[src/rtl/cpu_event_tracer_pkg.sv]
// rtl/cpu_event_tracer_pkg.sv - shared constants and entry layout for the CPU event tracer
package cpu_event_tracer_pkg;

  localparam int TRACE_DROP_W    = 16;
  localparam int TRACE_ID_W      = 3;
  localparam int TRACE_TS_W      = 32;
  localparam int TRACE_PAYLOAD_W = 32;

  // Entry layout at the default sizes; other parameterisations use flat vectors
  typedef struct packed {
    logic [TRACE_ID_W-1:0]      id;
    logic [TRACE_TS_W-1:0]      ts;
    logic [TRACE_PAYLOAD_W-1:0] payload;
  } trace_entry_t;

endpackage

[src/rtl/cpu_event_tracer_fifo.sv]
// rtl/cpu_event_tracer_fifo.sv - synchronous first-word-fall-through FIFO holding trace entries
module trace_fifo
  import cpu_event_tracer_pkg::*;
#(
  parameter int WIDTH = 8,
  parameter int DEPTH = 16
) (
  input  logic                     i_clk,
  input  logic                     i_reset,
  input  logic                     i_push,
  input  logic [WIDTH-1:0]         i_data,
  input  logic                     i_pop,
  output logic [WIDTH-1:0]         o_data,
  output logic                     o_full,
  output logic                     o_empty,
  output logic [$clog2(DEPTH):0]   o_level
);

  localparam int AW = $clog2(DEPTH);

  logic [WIDTH-1:0] r_mem [DEPTH];
  logic [AW-1:0]    r_wr_ptr;
  logic [AW-1:0]    r_rd_ptr;
  logic [AW:0]      r_level;
  logic             w_do_push;
  logic             w_do_pop;

  assign o_full    = (r_level == (AW+1)'(DEPTH));
  assign o_empty   = (r_level == '0);
  assign o_level   = r_level;
  assign o_data    = r_mem[r_rd_ptr];
  assign w_do_pop  = i_pop & ~o_empty;
  // A full FIFO still accepts a write when the head leaves in the same cycle
  assign w_do_push = i_push & (~o_full | w_do_pop);

  always_ff @(posedge i_clk) begin
    if (w_do_push) begin
      r_mem[r_wr_ptr] <= i_data;
    end
  end

  always_ff @(posedge i_clk) begin
    if (i_reset) begin
      r_wr_ptr <= '0;
      r_rd_ptr <= '0;
      r_level  <= '0;
    end else begin
      if (w_do_push) begin
        r_wr_ptr <= r_wr_ptr + AW'(1);
      end
      if (w_do_pop) begin
        r_rd_ptr <= r_rd_ptr + AW'(1);
      end
      if (w_do_push && !w_do_pop) begin
        r_level <= r_level + (AW+1)'(1);
      end else if (!w_do_push && w_do_pop) begin
        r_level <= r_level - (AW+1)'(1);
      end
    end
  end

endmodule

[src/rtl/cpu_event_tracer.sv]
// rtl/cpu_event_tracer.sv - timestamps masked CPU event lines and queues them for a valid/ready dumper
module cpu_event_tracer
  import cpu_event_tracer_pkg::*;
#(
  parameter int                    NUM_EVENTS = 8,
  parameter int                    PAYLOAD_W  = 32,
  parameter int                    DEPTH      = 16,
  parameter int                    TS_W       = 32,
  parameter logic [NUM_EVENTS-1:0] LEVEL_MASK = '0,
  localparam int                   IDW        = (NUM_EVENTS > 1) ? $clog2(NUM_EVENTS) : 1,
  localparam int                   LVW        = $clog2(DEPTH) + 1
) (
  input  logic                            i_clk,
  input  logic                            i_reset,
  input  logic                            i_enable,
  input  logic                            i_clear_stats,
  input  logic [NUM_EVENTS-1:0]           i_event_mask,
  input  logic [NUM_EVENTS-1:0]           i_event_in,
  input  logic [NUM_EVENTS*PAYLOAD_W-1:0] i_payload_in,
  output logic                            o_trace_valid,
  input  logic                            i_trace_ready,
  output logic [IDW-1:0]                  o_trace_id,
  output logic [TS_W-1:0]                 o_trace_ts,
  output logic [PAYLOAD_W-1:0]            o_trace_payload,
  output logic [LVW-1:0]                  o_fifo_level,
  output logic [TRACE_DROP_W-1:0]         o_drop_count,
  output logic                            o_overflow
);

  localparam int EW = IDW + TS_W + PAYLOAD_W;

  logic [TS_W-1:0]         r_ts;
  logic [NUM_EVENTS-1:0]   r_event_q;
  logic [NUM_EVENTS-1:0]   r_pending;
  logic [PAYLOAD_W-1:0]    r_hold_payload [NUM_EVENTS];
  logic [TS_W-1:0]         r_hold_ts      [NUM_EVENTS];
  logic [TRACE_DROP_W-1:0] r_drop_count;
  logic                    r_overflow;

  logic [NUM_EVENTS-1:0]   w_rise;
  logic [NUM_EVENTS-1:0]   w_hit;
  logic [NUM_EVENTS-1:0]   w_grant;
  logic [NUM_EVENTS-1:0]   w_drop;
  logic [IDW-1:0]          w_grant_idx;
  logic                    w_any_pending;
  logic                    w_push;
  logic                    w_pop;
  logic                    w_full;
  logic                    w_empty;
  logic [EW-1:0]           w_push_data;
  logic [EW-1:0]           w_head;
  logic [TRACE_DROP_W:0]   w_ndrop;
  logic [TRACE_DROP_W:0]   w_drop_sum;

  assign w_rise = i_event_in & (~r_event_q | LEVEL_MASK);
  assign w_hit  = w_rise & i_event_mask & {NUM_EVENTS{i_enable}};
  assign w_pop  = ~w_empty & i_trace_ready;

  always_comb begin
    w_grant_idx   = '0;
    w_any_pending = 1'b0;
    for (int i = 0; i < NUM_EVENTS; i++) begin
      if (r_pending[i] && !w_any_pending) begin
        w_grant_idx   = IDW'(i);
        w_any_pending = 1'b1;
      end
    end
  end

  assign w_push      = w_any_pending & (~w_full | w_pop);
  assign w_grant     = w_push ? (NUM_EVENTS'(1) << w_grant_idx) : '0;
  // A granted channel hands its old entry to the FIFO, so a same-cycle hit is not a loss
  assign w_drop      = w_hit & r_pending & ~w_grant;
  assign w_push_data = {w_grant_idx, r_hold_ts[w_grant_idx], r_hold_payload[w_grant_idx]};

  always_comb begin
    w_ndrop = '0;
    for (int i = 0; i < NUM_EVENTS; i++) begin
      w_ndrop = w_ndrop + (TRACE_DROP_W+1)'(w_drop[i]);
    end
    w_drop_sum = {1'b0, r_drop_count} + w_ndrop;
  end

  always_ff @(posedge i_clk) begin
    for (int i = 0; i < NUM_EVENTS; i++) begin
      if (w_hit[i]) begin
        r_hold_payload[i] <= i_payload_in[i*PAYLOAD_W +: PAYLOAD_W];
        r_hold_ts[i]      <= r_ts;
      end
    end
  end

  always_ff @(posedge i_clk) begin
    if (i_reset) begin
      r_ts         <= '0;
      r_event_q    <= '0;
      r_pending    <= '0;
      r_drop_count <= '0;
      r_overflow   <= 1'b0;
    end else begin
      r_ts      <= r_ts + TS_W'(1);
      r_event_q <= i_event_in;
      r_pending <= (r_pending & ~w_grant) | w_hit;
      if (i_clear_stats) begin
        r_drop_count <= '0;
        r_overflow   <= 1'b0;
      end else if (|w_drop) begin
        r_drop_count <= w_drop_sum[TRACE_DROP_W] ? '1 : w_drop_sum[TRACE_DROP_W-1:0];
        r_overflow   <= 1'b1;
      end
    end
  end

  trace_fifo #(
    .WIDTH (EW),
    .DEPTH (DEPTH)
  ) u_fifo (
    .i_clk   (i_clk),
    .i_reset (i_reset),
    .i_push  (w_push),
    .i_data  (w_push_data),
    .i_pop   (w_pop),
    .o_data  (w_head),
    .o_full  (w_full),
    .o_empty (w_empty),
    .o_level (o_fifo_level)
  );

  assign o_trace_valid   = ~w_empty;
  assign o_trace_id      = w_empty ? '0 : w_head[EW-1 -: IDW];
  assign o_trace_ts      = w_empty ? '0 : w_head[PAYLOAD_W +: TS_W];
  assign o_trace_payload = w_empty ? '0 : w_head[PAYLOAD_W-1:0];
  assign o_drop_count    = r_drop_count;
  assign o_overflow      = r_overflow;

endmodule

[config.mk]
export PLATFORM = sky130hd
export DESIGN_NAME = cpu_event_tracer
export DESIGN_NICKNAME = d
export VERILOG_FILES = /design/src/rtl/cpu_event_tracer_pkg.sv /design/src/rtl/cpu_event_tracer_fifo.sv /design/src/rtl/cpu_event_tracer.sv
export SDC_FILE = /design/constraint.sdc
export NUM_CORES = 2
export LEC_CHECK = 0
export ABC_AREA = 1
export CORE_MARGIN = 3
export CORE_UTILIZATION = 44
export CTS_CLUSTER_DIAMETER = 200
export DETAILED_ROUTE_END_ITERATION = 16
export MAX_ROUTING_LAYER = met4
export PLACE_DENSITY = 0.64
export SYNTH_ARGS = -nofsm -noshare
export SYNTH_HDL_FRONTEND = slang
export SYNTH_HIERARCHICAL = 1
export SYNTH_SLANG_ARGS = --single-unit
[constraint.sdc]
create_clock -name i_clk -period 17.5 [get_ports i_clk]
set_input_delay 3.5 -clock i_clk [delete_from_list [all_inputs] [get_ports i_clk]]
set_output_delay 3.5 -clock i_clk [all_outputs]
set_load 0.1 [all_outputs]
==> flow_summary.json <==
{
  "finalWirelength_um": 181000,
  "maxCapViolations": 0,
  "power.share.sequential_pct": 40.4,
  "max_slew_margin_pct": 17.4,
  "switching_share_pct": 37.3,
  "clk_transition_reported_paths_ps": 60,
  "place.detailed.hpwl_um": 98200,
  "place_area_um2": 73400,
  "status": "complete, no violations",
  "comb_power_share_pct": 31.5,
  "cts_hold_buf": 0,
  "drtPass1Iterations": 5,
  "rr_worst_depth": 25,
  "finalWorstSetupSlack_ps": 7410,
  "htree_levels": 4,
  "p_leak_nw": 29.1,
  "finalSetupViolations": 0,
  "clockBufferDepth": 3,
  "post_cts_buffers": 0,
  "seq_area_um2": 49200,
  "cp_data_arrival_time_ps": 6590,
  "synth_top_area_share_pct": 70.0,
  "timing.rr.end": "o_drop_count[1]",
  "slew_viol_final": 0,
  "final_area_um2": 78500,
  "min_from": "r_pending[4]",
  "setup_tns_ps": 0,
  "ys_seq_area_share_pct": 72.5,
  "final_layout_size_suffix_gt1_share_pct": 5.79,
  "crit_type": "flip-flop to output pin",
  "worstMarginPinSlew_ps": 1240,
  "nNetsFinal": 6555,
  "multi_input_area_um2": 15800,
  "rows": 143,
  "path_max_fanout": 93,
  "cts_resized": 0,
  "hold_path_class": "flip-flop to flip-flop",
  "avgSynthCellArea_um2": 11.4,
  "antenna_left": 0,
  "async_flop_share_pct": 0,
  "grt_pass1_wl_um": 269000,
  "synth_cells": 5964,
  "grt_pass1_vias": 42842,
  "fmax_ghz": 0.0991,
  "drc": 0,
  "vias": 44865,
  "p_switching_mw": 4.42,
  "boundaryPins": 367,
  "syn_nets": 6263,
  "die_h_um": 399,
  "die-area_um2": 159000,
  "reg2reg_slack_ps": 11300,
  "gp_congestion": 0.820,
  "ys_warn_count": 6,
  "ys_ff_latch": 1666,
  "yosys-top-cells-count": "1,891 x nand2_1, 1,584 x edfxtp_1, 531 x nand3_1",
  "clock_sinks": 1666,
  "portBuffers": 366,
  "reg2reg_from": "u_fifo/o_level[0]",
  "holdPathStages": 2,
  "drtIter0Drc": 4852,
  "fin_crit_ps": 10090,
  "yosysTopAreaCell": "edfxtp_1",
  "die_x_um": 399,
  "core_um2": 153000,
  "synthTopCellsByArea": "edfxtp_1 70%, nand2_1 10%, nand3_1 3.9%",
  "synth_edf_count": 1584,
  "wl_per_cell_um": 21.5,
  "cp-start-kind": "flip-flop",
  "synth.distinct_cells": 42,
  "vdd_drop_max_mv": 0.141,
  "hold_viol_final": 0,
  "grt_max_degree": 214,
  "grt_antenna_before_repair": 10,
  "cp.required_ps": 14000,
  "power.density_nw_per_um2": 151,
  "clk_latency_ps": 800,
  "finalPower_mw": 11.8,
  "cts_tree": "done",
  "grt_overflow": 0,
  "skew_ps": 22.1,
  "p_int_mw": 7.42,
  "place_ws_ps": 8220,
  "synth_ff_type": "edfxtp_1",
  "track_usage_pct": 23.2,
  "power.share.clock_pct": 28.1,
  "rsz0062_at_grt": "false",
  "vias_per_cell": 5.33,
  "period_share_pct": 57.6,
  "syn2layout_area_growth_pct": 15.5,
  "root_buffer": "clkbuf_16",
  "syn_area_um2": 67900,
  "synth_most_common_cell": "nand2_1",
  "whs_endpoint": "r_pending[4]",
  "cts_buffers": 166,
  "fill_cells": 13012,
  "initial_utilization_pct": 44.5,
  "endpoint_kind": "output pin",
  "utilization_pct": 51.4
}
==> per-stage QoR <==
stage	hold slack (ps)	cells
final	464	8425
after global routing	495	8424
after CTS	464	8418
after detailed placement	454	8118
after global placement	451	8118
after floorplan	440	5964
==> final cells by class <==
| class | count | area share (%) |
|---|---|---|
| diodes | 7 | 0.0223 |
| inverters | 425 | 2.08 |
| multi-input cells | 3561 | 20.1 |
| well taps | 2030 | 3.24 |
| flip-flops and latches | 1666 | 62.7 |
| clock inverters | 76 | 0.705 |
| repair buffers | 436 | 5.41 |
| clock buffers | 224 | 5.70 |
==> per-layer routing <==
layer / vias up / track usage, % / part of all wire (%)
li1: 20960 / - / -
met1: 21933 / 32.2 / 43
met2: 1722 / 36.0 / 47
met3: 250 / 3.74 / 7.8
met4: 0 / 5.89 / 2.1
met5: - / - / 0
==> sequential cells by signal, indices dropped and copies added (netlist names), named ones only <==
signal and cells:
u_fifo/r_mem 1072, r_hold_payload 256, r_hold_ts 256, r_ts 32, o_drop_count 16, r_event_q 8
r_pending 8, u_fifo/o_level 5, u_fifo/r_rd_ptr 4, u_fifo/r_wr_ptr 4, o_overflow 1
==> critical path, cell delays in order, from the launching register on <==
cell and delay [ps]:
dfxtp_4 930, buf_4 830, buf_4 900, buf_4 850, nor2_1 110, nor2_1 120, o21ai_0 100, nand3_1 110
nand3_1 120, nand2_1 120, inv_1 40, nor2_1 140, clkdlybuf4s50_1 1190
==> power by group through the flow <==
stage / clock network, mW / registers, mW / logic (mW)
after floorplan: 0 / 4.86 / 2.66
after global placement: 0 / 4.86 / 3.71
after detailed placement: 0 / 4.87 / 3.74
after CTS: 3.39 / 4.78 / 3.75
after global routing: 3.55 / 4.80 / 4.03
final: 3.33 / 4.78 / 3.73
==> logic make-up (layout without fill, tap and decap cells) <==
family	Yosys count	count (layout)	synth area share [%]
DFF	1666	1666	72.5
other	0	7	0
and+or+nand+nor	3162	3162	19.3
buffers and inverters	737	1161	4.50
adders and majority gates	22	22	0.472
xor gates and xnor gates	8	8	0.103
AOI/OAI and AO/OA	369	369	3.22
==> worst max-delay path by stage <==
stage | start | end | cells past startpoint
final | flip-flop | o_trace_payload[17] | 12
after global routing | flip-flop | o_trace_id[2] | 12
after CTS | flip-flop | o_trace_payload[18] | 12
after detailed placement | flip-flop | o_trace_payload[18] | 12
after global placement | flip-flop | o_trace_payload[18] | 12
after floorplan | i_enable | o_drop_count[0] | 23
==> cell usage in the layout (no fill, tap or decap), types with 6 or more instances in the layout <==
| cell type | count |
|---|---|
| or2_2 | 6 |
| o211ai_1 | 96 |
| clkinv_2 | 34 |
| inv_1 | 408 |
| nand2_1 | 1891 |
| buf_4 | 65 |
| nor3_2 | 17 |
| nand4_1 | 135 |
| dfxtp_1 | 78 |
| diode_2 | 7 |
| edfxtp_1 | 1584 |
| fa_1 | 6 |
| nor2_2 | 22 |
| a21oi_1 | 39 |
| o21ai_0 | 193 |
| clkbuf_16 | 169 |
| inv_6 | 8 |
| clkinv_1 | 30 |
| nor3_1 | 25 |
| a22oi_1 | 24 |
| nand3_1 | 531 |
| clkdlybuf4s50_1 | 365 |
| nor2_1 | 515 |
| ha_1 | 16 |
| clkbuf_1 | 51 |
Note: power is estimated with default switching activity, not from simulation.
